## config.mk

```make
export PLATFORM = sky130hd
export DESIGN_NAME = stack_alu
export DESIGN_NICKNAME = d
export VERILOG_FILES = /design/src/rtl/stack_alu.sv
export SDC_FILE = /design/constraint.sdc
export NUM_CORES = 1
export LEC_CHECK = 0
export CORE_MARGIN = 2
export CORE_UTILIZATION = 25
export CTS_CLUSTER_SIZE = 24
export DETAILED_ROUTE_END_ITERATION = 16
export GPL_ROUTABILITY_DRIVEN = 0
export SYNTH_ARGS = -nofsm -noshare
export SYNTH_HDL_FRONTEND = slang
export SYNTH_SLANG_ARGS = --single-unit
export TNS_END_PERCENT = 1
```

## constraint.sdc

```tcl
create_clock -name clock -period 6.36 [get_ports clock]
set_input_delay 1.272 -clock clock [delete_from_list [all_inputs] [get_ports clock]]
set_output_delay 1.272 -clock clock [all_outputs]
set_load 0.1 [all_outputs]
```

## src/rtl/stack_alu.sv

```systemverilog
// Binary-op execution stage behind the operand stack: single-cycle logic ops, iterative MUL,
// and an optional restoring divider enabled by defining STACK_ALU_DIV_EN.
module stack_alu #(
    parameter int WIDTH    = 32,
    parameter int CNT_BITS = 6
) (
    input  logic             clock,
    input  logic             reset,
    input  logic             start,
    input  logic [2:0]       opcode,
    input  logic [WIDTH-1:0] tos,
    input  logic [WIDTH-1:0] nos,
    output logic             busy,
    output logic [WIDTH-1:0] result,
    output logic             pop_alu,
    output logic             err
);

    localparam logic [1:0] S_IDLE = 2'd0;
    localparam logic [1:0] S_ITER = 2'd1;
    localparam logic [1:0] S_DONE = 2'd2;
    localparam logic [CNT_BITS-1:0] LAST_ITER = CNT_BITS'(WIDTH - 1);

    logic [1:0]          state_q, state_d;
    logic [WIDTH-1:0]    a_q, a_d;
    logic [WIDTH-1:0]    b_q, b_d;
    logic [WIDTH-1:0]    acc_q, acc_d;
    logic [CNT_BITS-1:0] cnt_q, cnt_d;
    logic [WIDTH-1:0]    result_q, result_d;
    logic                pop_q, pop_d;
    logic                err_q, err_d;
`ifdef STACK_ALU_DIV_EN
    logic                div_q, div_d;
    logic [WIDTH:0]      rem_shift;
    logic [WIDTH:0]      rem_diff;
`endif

    function automatic logic [WIDTH-1:0] simple_op(input logic [2:0] op,
                                                   input logic [WIDTH-1:0] a,
                                                   input logic [WIDTH-1:0] b);
        logic signed [WIDTH-1:0] sa;
        logic signed [WIDTH-1:0] sb;
        sa = a;
        sb = b;
        case (op)
            3'b000:  simple_op = a + b;
            3'b001:  simple_op = a - b;
            3'b010:  simple_op = a & b;
            3'b011:  simple_op = a | b;
            3'b100:  simple_op = a ^ b;
            3'b101:  simple_op = (sa < sb) ? WIDTH'(1) : '0;
            default: simple_op = '0;
        endcase
    endfunction

    always_comb begin
        state_d  = state_q;
        a_d      = a_q;
        b_d      = b_q;
        acc_d    = acc_q;
        cnt_d    = cnt_q;
        result_d = result_q;
        pop_d    = 1'b0;
        err_d    = 1'b0;
`ifdef STACK_ALU_DIV_EN
        div_d     = div_q;
        rem_shift = '0;
        rem_diff  = '0;
`endif
        case (state_q)
            S_IDLE: begin
                if (start) begin
                    a_d   = nos;
                    b_d   = tos;
                    acc_d = '0;
                    cnt_d = '0;
                    if (opcode <= 3'b101) begin
                        result_d = simple_op(opcode, nos, tos);
                        pop_d    = 1'b1;
                        state_d  = S_DONE;
                    end else if (opcode == 3'b110) begin
`ifdef STACK_ALU_DIV_EN
                        div_d   = 1'b0;
`endif
                        state_d = S_ITER;
                    end else begin
`ifdef STACK_ALU_DIV_EN
                        if (tos == '0) begin
                            result_d = '1;
                            err_d    = 1'b1;
                            state_d  = S_DONE;
                        end else begin
                            div_d   = 1'b1;
                            state_d = S_ITER;
                        end
`else
                        result_d = '0;
                        err_d    = 1'b1;
                        state_d  = S_DONE;
`endif
                    end
                end
            end
            S_ITER: begin
                cnt_d = cnt_q + CNT_BITS'(1);
`ifdef STACK_ALU_DIV_EN
                if (div_q) begin
                    // a_q doubles as dividend shifter and quotient collector
                    rem_shift = {acc_q, a_q[WIDTH-1]};
                    rem_diff  = rem_shift - {1'b0, b_q};
                    if (!rem_diff[WIDTH]) begin
                        acc_d = rem_diff[WIDTH-1:0];
                        a_d   = {a_q[WIDTH-2:0], 1'b1};
                    end else begin
                        acc_d = rem_shift[WIDTH-1:0];
                        a_d   = {a_q[WIDTH-2:0], 1'b0};
                    end
                end else
`endif
                begin
                    if (b_q[0]) acc_d = acc_q + a_q;
                    a_d = a_q << 1;
                    b_d = b_q >> 1;
                end
                if (cnt_q == LAST_ITER) begin
`ifdef STACK_ALU_DIV_EN
                    result_d = div_q ? a_d : acc_d;
`else
                    result_d = acc_d;
`endif
                    pop_d   = 1'b1;
                    state_d = S_DONE;
                end
            end
            S_DONE:  state_d = S_IDLE;
            default: state_d = S_IDLE;
        endcase
    end

    always_ff @(posedge clock) begin
        if (reset) begin
            state_q  <= S_IDLE;
            a_q      <= '0;
            b_q      <= '0;
            acc_q    <= '0;
            cnt_q    <= '0;
            result_q <= '0;
            pop_q    <= 1'b0;
            err_q    <= 1'b0;
`ifdef STACK_ALU_DIV_EN
            div_q    <= 1'b0;
`endif
        end else begin
            state_q  <= state_d;
            a_q      <= a_d;
            b_q      <= b_d;
            acc_q    <= acc_d;
            cnt_q    <= cnt_d;
            result_q <= result_d;
            pop_q    <= pop_d;
            err_q    <= err_d;
`ifdef STACK_ALU_DIV_EN
            div_q    <= div_d;
`endif
        end
    end

    assign busy    = (state_q != S_IDLE);
    assign result  = result_q;
    assign pop_alu = pop_q;
    assign err     = err_q;

endmodule
```

---- Word-level counts from Yosys, hierarchy flattened ----
Index checks and enable logic that the tools add are counted.
storage, ports and cells
  memories kept ........................... 0
  input port bits ......................... 70
  bits in registers ....................... 138
  RAM bits ................................ 0
  memory bits (read-only) ................. 0
  output and inout bits ................... 35
  logic and storage cells ................. 64
  bits in latches ......................... 0
operators by class
  add/sub/neg operators ................... 4
  magnitude comparators ................... 2
  equal/unequal tests ..................... 11
  mux-type cells .......................... 26
  reductions and logical operators ........ 8
  bitwise gates (word level) .............. 5
  divide/modulo/power cells ............... 0
  shift operators ......................... 0
  multiply operators ...................... 0
operators with widths
  kind                                            number
  two-way mux 32 bit                              8
  case mux 32 bit (2 select lines)                4
  case mux 32 bit (6 select lines)                1
  adder 32 bit                                    2
  AND 32 bit                                      1
  < comparator 32 bit                             1
  bitwise OR 32 bit                               1
  subtractor 32 bit                               1
  XOR 32 bit                                      1
  case mux 6 bit (2 select lines)                 1
  == test 3 bit (second input constant)           3
  two-way mux 2 bit                               4
  adder 6 x 1 -> 6 bit (second input constant)    1
  == test 3 x 2 -> 1 bit (second input constant)  2
  == test 6 x 5 -> 1 bit (second input constant)  1
  two-way mux 6 bit                               1
  two-way mux 1 bit                               5
  inequality test 2 bit (second input constant)   2
  case mux 2 bit (2 select lines)                 1
  AND reduction 2 bit                             2
  AND reduction 4 bit                             1
  nonzero test 2 bit                              2
  OR reduction 4 bit                              1
  == test 3 x 1 -> 1 bit (second input constant)  1
  7 further kinds                                 8

---- Logic depth before layout (Yosys ltp) ----
Gate-level depths: netlist (run 1).
  word-level depth ........................ 6
  mapped depth ............................ 14
  depth with buffers taken out ............ 14

---- Least setup slack after synthesis (run 1) ----
Ideal clock, no wire load.
  kind .................................... input-to-reg
  start ................................... input nos[0]
  end ..................................... register result_q[26], in the netlist result[26]
  cell stages on the path ................. 14
  arrival time ............................ 3.853 ns
  path buffers ............................ 0
  path slack .............................. 2.416 ns
  setup time .............................. 0.091 ns
  data required time ...................... 6.269 ns
  path through ............................ inv_1 > ha_1 > inv_1 > fa_1 > nor2b_1 > o221ai_1 > nand3_1 > a311o_1 > a211o_1 > a31oi_1 > a221oi_1 > nor3_1 > a2111oi_0 > a311oi_1
on the way
  word-level cells in the longest chain between the ends .. 5
  elaborated cells between the ends (all ways) .. 6
  classes of those cells .................. add/sub (2); mux (4)
ends and longest elaborated chain
  item                                               line    RTL
  start, declared                                    12      input logic [WIDTH-1:0] nos,
  subtractor 32 bit or adder 32 bit (tied branches)  47, 46
  case mux 32 bit (6 select lines) (*)               45      case (op)
  two-way mux 32 bit (*)                             77      if (opcode <= 3'b101) begin
  two-way mux 32 bit (*)                             72      if (start) begin
  case mux 32 bit (2 select lines) (*)               70      case (state_q)
  end signal, assigned                               159     result_q <= result_d;
  end, declared                                      29      logic [WIDTH-1:0] result_q, result_d;
Mark *: on every way between the ends. The rest lies on a longest branch, timed or not. The select of a mux whose other input is x is not followed.
A chain may end at the register's enable or synchronous reset.

---- Final worst setup path (run 1) ----
  start ................................... input tos[1]
  end ..................................... register result_q[24], in the netlist result[24]
on the way
  word-level cells in the longest chain between the ends .. 5
  elaborated cells between the ends (all ways) .. 6
  classes of those cells .................. add/sub (2); mux (4)
ends and longest elaborated chain
  item                                               line    RTL
  start, declared                                    11      input logic [WIDTH-1:0] tos,
  subtractor 32 bit or adder 32 bit (tied branches)  47, 46
  case mux 32 bit (6 select lines) (*)               45
  two-way mux 32 bit (*)                             77
  two-way mux 32 bit (*)                             72
  case mux 32 bit (2 select lines) (*)               70
Marks and branches as above.

==> summary.md, run 1 <==
| Metric | Value |
|---|---|
| Reg2Reg Setup Slack | 2850 ps |
| Sum Neg Setup Slack | 0 ps |
| RSZ-0062 raised after global routing | no |
| Filler cells | 5413 |
| Number of global-route vias before repair | 12700 |
| Yosys warnings | 0 |
| Post-placement cell count | 2446 |
| Fin Clk Skew | 8.53 ps |
| Syn Nets | approximately 2000 |
| I/O pin count | 105 |
| Crit path capture | result[24] |
| Worst slew margin | 11.6% |
| Initial Util | 25.4% |
| Leading cell types by total area after synthesis | dfxtp_1, ha_1, nor2_1 |
| Die H | 230 µm |
| Seq/Total Area, Yosys | 21.6% |
| Total global-route track usage | between 15 and 20% |
| Layout net count | roughly 2000 |
| Final hold vios | 0 |
| Power Total | 0.00315 W |
| CP Max Fanout | 4 |
| GRT overflow | 0 |
| Die width | 230 µm |
| Clock tree sinks | 138 |
| Final Max Tran Viols | 0 |
| Worst flop-to-flop path startpoint | a_q[1] |
| Final HPWL DP | 35400 µm |
| Share of layout cells above drive strength 1 | under 10% |
| Placement Cell Area | 0.0143 mm² |
| Drt wl/cell | roughly 19 µm |
| Post-CTS Repair Setup Buffers | 0 |
| Share of the synthesized area in the top cell type | between 20% and 30% |
| Final wirelength | 47800 µm |
| Post-route minimum period | 4810 ps |
| First-pass GRT wire length | 72600 µm |
| Design Area, Final | ~0.015 mm² |
| # resized after CTS | 0 |
| DRT Pass-1 Iters | 6 |
| Final setup margin | 1550 ps |
| Clock transition at the registers of the reported paths | roughly 70 ps |
| Worst skew pair latency | 450 ps |
| Largest net degree at the start of global routing | 80 |
| Vias | 13600 |
| Mapped Cells | between 1500 and 2000 |
| Mean Syn Cell Area | around 7.2 µm² |
| Num CTS Buffers | 17 |
| Vias/cell | 5.50 |
| Synth-to-Final Area Change | 16.8% |
| Leak | 6.12 nW |
| Critical Path AT | 5130 ps |
| Worst vdd ir | 0.000190 V |
| Ys flop type | dfxtp_1 |
| CP Launch Type | input pin |
| FF-to-FF path depth | 11 |
| Antenna cells | 0 |
| Die area | 0.0531 mm² |
| Register area | 0.00276 mm² |
| Root Driver | clkbuf_16 |
| Worst slew pin tran | 1320 ps |
| Crit. End Element | flop |
| Final Cycle Share | around 76% |
| Count of different cell masters after synthesis | 95 |
| Initial antenna violation count | 0 |
| Post-DRT Antenna Nets | 0 |
| Worst hold-check path type | reg -> reg |
| Pre-CTS setup slack | 1220 ps |
| EDFF count, synth | 0 |
| CP Launch Point | tos[1] |
| CTS tree | done |
| CP Class | in -> reg |
| Hold_buf cts | 0 |
| Count leader, synth | nor2_1 |
| Synth async-reset ratio | 0% |
| DRT iter0 DRCs | ~1300 |
| CTS H-tree depth | 4 |
| IO Port Bufs | 104 |
| Max-Cap Viols | 0 |
| Setup violations, final | 0 |
| Outcome | complete, no violations |
| Residual DRC count | 0 |
| Worst reg2reg endpoint | result[31] |
| Power Density | 211 mW/mm² |
| Placement Rows | 82 |
| Worst EP required | 6680 ps |
| Max Fclk | ~210 MHz |
| Cell Area, Synth | 0.0128 mm² |
| Bufs on Longest Clock Path | 2 |
| Most frequent cells after synthesis | nor2_1, nand2_1, a21oi_1 |
| Post-route insts no fill | 2477 |
| Core area | 0.0504 mm² |
| FF+latch count, synth | between 100 and 150 |
| Largest area contributor in the netlist | dfxtp_1 |
| Multi-input gate area | 0.00913 mm² |
==> registers in the layout, summed over array words and instances (netlist names) <==
name	flops
a_q	32
acc_q	32
b_q	32
result	32
cnt_q	6
state_q	2
err	1
pop_alu	1
==> cell families (layout without fill, tap and decap cells) <==
| group | count (synthesis) | in the layout | share of synthesized area, % |
|---|---|---|---|
| xor+xnor | 43 | 43 | 2.94 |
| fa+ha+maj | 138 | 138 | 13.7 |
| flops | 138 | 138 | 21.6 |
| compound gates | 581 | 581 | 31.6 |
| simple gates | 620 | 620 | 20.9 |
| mux | 24 | 24 | 1.92 |
| buf+inv | 225 | 261 | 7.43 |
==> worst max-delay path: stages <==
cell and delay (ps):
clkdlybuf4s50_1 590, inv_1 140, fa_1 470, nor2b_1 170, o221ai_1 380, nand3_1 200
a311o_1 410, a21boi_1 270, o21ai_0 260, a221o_1 380, mux2i_1 120, a21oi_1 310
o22ai_1 140
==> layout by cell type (no fill, tap or decap), drive strengths merged, types with 11 or more instances in the layout <==
master	Yosys	routed
ha	135	135
a21oi	158	158
nand3	24	24
dfxtp	138	138
nor4	14	14
o21bai	17	17
mux2i	19	19
a31oi	26	26
nor2b	11	11
nand2	219	219
inv	101	102
buf	33	25
a311oi	61	61
nor3	53	53
xnor2	33	33
o211ai	33	33
o21ai	78	78
clkbuf	88	21
o31ai	13	13
nand4	11	11
a22oi	19	19
nor2	239	239
a2bb2oi	19	19
clkdlybuf4s50	0	102
a21o	34	34
a211oi	22	22
==> routing by layer <==
layer	track usage, %	share of wire (%)
met4	6.98	3.7
met3	3.52	7.6
met1	23.2	45
met2	27.8	44
met5	0	0
==> per-stage QoR <==
step | hold slack [ps] | utilization, %
2_1_floorplan | 445 | -
3_3_place_gp | 451 | 28.4
3_5_place_dp | 450 | 28.4
4_1_cts | 467 | 29.7
5_1_grt | 484 | 29.7
6_report | 462 | 29.7
==> where the power goes <==
part,internal (W),leakage (nW),switching [W]
Sequential,0.000926,1.13,0.0000499
Combinational,0.000347,4.67,0.000709
Clock,0.000687,0.313,0.000435
Total,0.00196,6.12,0.00119
==> worst min-delay path by stage <==
stage,startpoint,endpoint,slack [ps],cells after the start
finish,result[6],result[6],460,2
CTS,result[6],result[6],470,2
global route,result[3],result[3],480,2
floorplan,acc_q[31],acc_q[31],450,2
global placement,result[6],result[6],450,2
detailed placement,result[4],result[4],450,2
==> final cells by class <==
class                           instances  area share (%)
Tap cell                              672            5.62
Sequential cell                       138            18.5
Inverter                              103            2.58
Clock inverter                         10            1.10
Timing Repair Buffer                  127            8.06
Multi-Input combinational cell       1406            61.0
Clock buffer                           21            3.14
Power figures use the tool's default switching activity.
==> run 2, diff against run 1 <==
==> constraint.sdc (replaced) <==
create_clock -name clock -period 4.2 [get_ports clock]
set_input_delay 0.84 -clock clock [delete_from_list [all_inputs] [get_ports clock]]
set_output_delay 0.84 -clock clock [all_outputs]
set_load 0.1 [all_outputs]
==> run 2 against run 1 <==
Clock-buffer cell count is 2 lower. Setup slack worse by 1400 ps. First-iteration DRC count is 18% higher. Largest cell class unchanged.
==> summary.md, run 2 (synthesis results as in run 1) <==
| Metric | Value |
|---|---|
| Bufs on Longest Clock Path | 2 |
| Critical-path top delay cell | clkdlybuf4s50_1 |
| IO Port Bufs | roughly 100 |
| Max-Cap Viols | 0 |
| CP top delay family | compound AO/OA/AOI/OAI gates |
| Worst skew pair latency | about 460 ps |
| Post-route insts no fill | 2606 |
| Combinational Power Share | 35.7% |
| Final HPWL DP | 38200 µm |
| Commonest non-fill, non-tap cell in the layout | nor2_1 |
| Vias | 14200 |
| Internal | roughly 0.003 W |
| Die area | 0.0531 mm² |
| Synth-to-Final Area Change | 24.4% |
| CTS tree | done |
| Design Area, Final | 0.0159 mm² |
| CP Max Fanout | 5 |
| Worst reg2reg endpoint | result[28] |
| Hold Crit Depth | 2 |
| Num CTS Buffers | 17 |
| Leak | roughly 6.7 nW |
| Layout net count | 2129 |
| Die H | 230 µm |
| CP Class | in -> reg |
| Reg2Reg Setup Slack | just under 600 ps |
| Final Cycle Share | 95.4% |
| Setup violations, final | 0 |
| Post-route minimum period | between 4000 and 5000 ps |
| Initial Util | 25.4% |
| Core area | around 0.050 mm² |
| Crit-path most repeated cell | inv_1 |
| Worst EP required | 4560 ps |
| Die width | 230 µm |
| Clock tree sinks | approximately 140 |
| Crit. End Element | flop |
| Fin Clk Skew | 13.1 ps |
| Filler cells | 5351 |
| CP bufs+invs | 3 |
| Final Max Tran Viols | 0 |
| Placement Rows | 82 |
| Power Density | a little over 300 mW/mm² |
| Worst slew pin tran | 1090 ps |
| Post-placement cell count | 2574 |
| Share of layout cells above drive strength 1 | 12.1% |
| CTS H-tree depth | 4 |
| Final wirelength | 49900 µm |
| GRT overflow | 0 |
| Placement Cell Area | 0.0153 mm² |
| Largest net degree at the start of global routing | 76 |
| Vias/cell | 5.44 |
| I/O pin count | around 110 |
| Net Switching | 0.00184 W |
| Worst-path cell chain | clkdlybuf4s50_1 -> inv_1 -> ha_1 -> inv_1 -> fa_1 -> nor2b_1 -> o221ai_2 -> nand3_1 -> a311o_1 -> a211o_1 -> a31oi_1 -> a221oi_1 -> nor3_1 -> a2111oi_0 -> a311oi_1 |
| Most frequent cells in the layout | nor2_1, nand2_1, a21oi_1 |
| Clock transition at the registers of the reported paths | 60 ps |
| CP Launch Type | input pin |
| Register share of total power | 30.2% |
| Switching Fraction | 37.6% |
| Max Fclk | 250 MHz |
| Drt wl/cell | 19.2 µm |
| FF-to-FF path depth | 12 |
| Clock group share of total power | about 34% |
| Number of global-route vias before repair | 13800 |
| Root Driver | clkbuf_16 |
| Worst hold-check path type | reg -> reg |
| Total global-route track usage | 18.7% |
| Initial antenna violation count | 1 |
| Outcome | complete, no violations |
| Worst flop-to-flop path startpoint | a_q[0] |
| First-pass GRT wire length | 78200 µm |
| Worst vdd ir | 0.000312 V |
| Critical Path Max Stage Delay | 440 ps |
| Worst slew margin | 27.3% |
| Hold Crit Start | result[3] |
| Post-DRT Antenna Nets | 0 |
| Power Total | 0.00490 W |
| DRT iter0 DRCs | 1499 |
| Hold Path End | result[3] |
| Final hold vios | 0 |
| Residual DRC count | 0 |
| Critical Path AT | approximately 4400 ps |
| DRT Pass-1 Iters | 6 |
## run 2: worst max-delay path by stage
stage	startpoint	slack, ps	endpoint	depth (start not counted)
after floorplan	nos[0]	690	result[26]	14
after global placement	nos[0]	-160	result[26]	15
after detailed placement	nos[0]	-200	result[26]	15
after CTS	nos[0]	200	result[26]	15
after global routing	nos[0]	-3	result[26]	15
final	nos[0]	190	result[26]	15
## run 2: layer usage
| metal | vias up | wire length [µm] | GRT usage [%] |
|---|---|---|---|
| met5 | - | 0 | 0 |
| met4 | 0 | 2080 | 7.54 |
| met3 | 110 | 4060 | 3.59 |
| met2 | 696 | 22200 | 29.9 |
| met1 | 6664 | 21600 | 24.8 |
| li1 | 6705 | - | - |
## run 2: through the flow
stage | TNS [ps] | hold WS, ps | util (%) | setup slack (ps)
2_1_floorplan | 0 | 445 | - | 688
3_3_place_gp | -567 | 451 | 30.4 | -164
3_5_place_dp | -1140 | 449 | 30.4 | -198
4_1_cts | 0 | 461 | 31.6 | 197
5_1_grt | -2.70 | 472 | 31.6 | -2.70
6_report | 0 | 458 | 31.6 | 192
## run 2: tightest hold or removal path, delay by kind of cell, from the launching register on
| family | cells | cell delay (ps) |
|---|---|---|
| flip-flops | 1 | 310 |
| AND/OR/NAND/NOR | 1 | 50 |
| AO/OA/AOI/OAI | 1 | 50 |
## run 2: power groups by stage
stage | registers, W | logic (W) | clock network (W)
3_3_place_gp | 0.00151 | 0.00169 | 0
4_1_cts | 0.00148 | 0.00172 | 0.00170
6_report | 0.00148 | 0.00175 | 0.00167
3_5_place_dp | 0.00151 | 0.00171 | 0
2_1_floorplan | 0.00170 | 0.000906 | 0
5_1_grt | 0.00149 | 0.00188 | 0.00176
## run 2: repair_timing
item	CTS	global route
setup buffers	0	0
endpoints found under the setup margin	0	2
hold buffers	0	0
gates resized for setup	0	1
## run 2: cell type report
cell class | count | area [µm²] | share of cell area (%)
Antenna cell | 2 | 5.00 | 0.0314
Inverter | 103 | 387 | 2.43
Timing Repair Buffer | 255 | 2180 | 13.7
Multi-Input combinational cell | 1406 | 9130 | 57.3
Clock inverter | 11 | 171 | 1.08
Clock buffer | 19 | 453 | 2.84
Tap cell | 672 | 841 | 5.28
Sequential cell | 138 | 2760 | 17.3
==> run 3, diff against run 2 <==
--- a/config.mk
+++ b/config.mk
@@ -5,11 +5,13 @@
 export SDC_FILE = /design/constraint.sdc
 export NUM_CORES = 1
 export LEC_CHECK = 0
+export ABC_AREA = 1
 export CORE_MARGIN = 2
-export CORE_UTILIZATION = 25
+export CORE_UTILIZATION = 50
 export CTS_CLUSTER_SIZE = 24
 export DETAILED_ROUTE_END_ITERATION = 16
 export GPL_ROUTABILITY_DRIVEN = 0
+export PLACE_DENSITY = 0.73
 export SYNTH_ARGS = -nofsm -noshare
 export SYNTH_HDL_FRONTEND = slang
 export SYNTH_SLANG_ARGS = --single-unit
==> run 3 against run 2 <==
Register-to-register slack gained 1000 ps. Via count rose by 17%. Highest routed layer unchanged. Clock skew is 3.1 ps lower. Wire length grew 1.1%. Synthesized cell count grew 37%. Clock-buffer cell count is 1 higher. Total power shrank 6.5%.
==> summary.md, run 3 <==
| Metric | Value |
|---|---|
| Outcome | complete, no violations |
| I/O pin count | approximately 110 |
| Worst-path cell chain | clkdlybuf4s50_1 -> inv_1 -> ha_1 -> nand2_1 -> nor2_1 -> inv_1 -> nor2_1 -> nand3_1 -> nand2_1 -> nand2_1 -> nand3_1 -> nand3_1 -> nand2_1 -> a21oi_1 |
| RSZ-0062 raised after global routing | no |
| Worst EP required | around 4500 ps |
| Root Driver | clkbuf_16 |
| Most frequent cells in the layout | nand2_1, inv_1, nor2_1 |
| Synth async-reset ratio | 0% |
| Clock transition at the registers of the reported paths | 60 ps |
| Power Total | approximately 0.0046 W |
| Final Cycle Share | between 80% and 90% |
| Placement Rows | 61 |
| Share of layout cells above drive strength 1 | about 4.5% |
| Share of the synthesized area in the top cell type | 19.6% |
| EDFF count, synth | 0 |
| DRT Pass-1 Iters | 6 |
| Post-DRT Antenna Nets | 0 |
| Max-Cap Viols | 0 |
| Post-route minimum period | 3370 ps |
| IO Port Bufs | approximately 100 |
| Bufs on Longest Clock Path | 2 |
| Die area | about 0.030 mm² |
| Synth-to-Final Area Change | 12.0% |
| Layout net count | approximately 2700 |
| Worst slew pin tran | between 1000 and 1500 ps |
| Cell Area, Synth | roughly 0.014 mm² |
| Mean Syn Cell Area | 5.81 µm² |
| FF+latch count, synth | roughly 140 |
| Number of global-route vias before repair | 14700 |
| # resized after CTS | 0 |
| CTS tree | done |
| Ys flop type | dfxtp_1 |
| First-pass GRT wire length | roughly 78000 µm |
| Syn Nets | ~2600 |
| Post-CTS Repair Setup Buffers | 0 |
| Num CTS Buffers | 17 |
| Final Max Tran Viols | 0 |
| Placement Cell Area | 0.0153 mm² |
| Max Fclk | between 200 and 300 MHz |
| CP bufs+invs | 3 |
| Count of different cell masters after synthesis | 48 |
| Worst skew pair latency | ~430 ps |
| CP Launch Type | input pin |
| CP Max Fanout | 10 |
| Initial antenna violation count | 0 |
| Total global-route track usage | between 30 and 40% |
| Worst hold-check path type | reg -> reg |
| Commonest non-fill, non-tap cell in the layout | nand2_1 |
| Count leader, synth | nand2_1 |
| Residual DRC count | 0 |
| Post-placement cell count | 2828 |
| Clock tree sinks | 138 |
| Leading cell types by total area after synthesis | dfxtp_1, nand2_1, ha_1 |
| Critical Path AT | 3690 ps |
| Die H | 172 µm |
| Fin Clk Skew | 10.1 ps |
| GRT overflow | 0 |
| Final hold vios | 0 |
| Die width | approximately 170 µm |
| Final wirelength | 50500 µm |
| Core area | 0.0278 mm² |
| DRT iter0 DRCs | 2118 |
| Fin util | 56.9% |
| Largest net degree at the start of global routing | 97 |
| Crit-path most repeated cell | nand2_1 |
| Worst vdd ir | 0.000270 V |
| Filler cells | 2855 |
| Initial Util | 50.8% |
| Power Density | roughly 290 mW/mm² |
| Leak | 7.75 nW |
| Vias | 16500 |
| Largest area contributor in the netlist | dfxtp_1 |
| Hold_buf cts | 0 |
| Sum Neg Setup Slack | 0 ps |
| CP Class | in -> reg |
| Most frequent cells after synthesis | nand2_1, inv_1, nor2_1 |
| Critical Path Max Stage Delay | 590 ps |
| Antenna cells | 0 |
| Design Area, Final | 0.0158 mm² |
| Seq/Total Area, Yosys | 19.6% |
| Mapped Cells | 2428 |
| Drt wl/cell | 17.7 µm |
| Crit. End Element | flop |
| Yosys warnings | 0 |
| Worst slew margin | ~32% |
| Post-route insts no fill | 2857 |
| Critical-path top delay cell | clkdlybuf4s50_1 |
| Vias/cell | 5.78 |
| Final HPWL DP | about 39000 µm |
| CP top delay family | simple AND/OR/NAND/NOR gates |
| CTS H-tree depth | 4 |
| Setup violations, final | 0 |
run 3: changes by cell type after synthesis, sizes merged, moves of 49 or more:
cell | previous run | this run
nand3 | 24 | 184
o21ai | 78 | 149
inv | 101 | 356
nand2 | 219 | 737
a31oi | 26 | 75
a311oi | 61 | 0
run 3: cell type report:
| type | instances | area [µm²] | area share (%) |
|---|---|---|---|
| timing repair buffer | 123 | 1180 | 7.46 |
| multi-input combinational | 1831 | 9530 | 60.3 |
| clock buffer | 20 | 457 | 2.89 |
| sequential | 138 | 2760 | 17.5 |
| clock inverter | 9 | 52.6 | 0.333 |
| tap | 378 | 473 | 2.99 |
| inverter | 358 | 1340 | 8.50 |
run 3: power breakdown:
group / leakage [nW] / internal [W] / total, W / switching (W)
registers: 1.13 / 0.00141 / 0.00150 / 0.0000856
clock network: 0.249 / 0.000767 / 0.00136 / 0.000591
logic: 6.37 / 0.000496 / 0.00173 / 0.00123
run 3: final timing paths:
path / endpoint / startpoint / depth (start not counted) / slack [ps]
worst max-delay path: result[25] / tos[14] / 14 / 830
worst min-delay path: cnt_q[1] / cnt_q[1] / 2 / 480
worst max register to register: result[16] / a_q[0] / 13 / 1620
worst min register to register: cnt_q[1] / cnt_q[1] / 2 / 480
run 3: cell families after synthesis:
family	synth area share, %
flops	19.6
simple gates	35.5
fa+ha+maj	12.4
compound gates	18.9
xor+xnor	0.745
buf+inv	12.8
run 3: through the flow:
stage,setup WS [ps],hold slack (ps)
3_3_place_gp,546,460
4_1_cts,971,473
5_1_grt,648,490
2_1_floorplan,1740,446
6_report,827,475
3_5_place_dp,556,469
run 3: tightest hold or removal path: cells and delay by family, from the launching register on:
family	cells	cell delay, ps
AO/OA/AOI/OAI	1	50
flip-flops	1	320
AND/OR/NAND/NOR	1	60
run 3: per-layer routing:
metal,routed length (µm),GRT usage (%),vias up
met5,0,0,-
met4,3170,19.5,0
met3,5010,4.78,177
met2,21500,52.9,920
met1,20800,44.4,7504
li1,-,-,7924
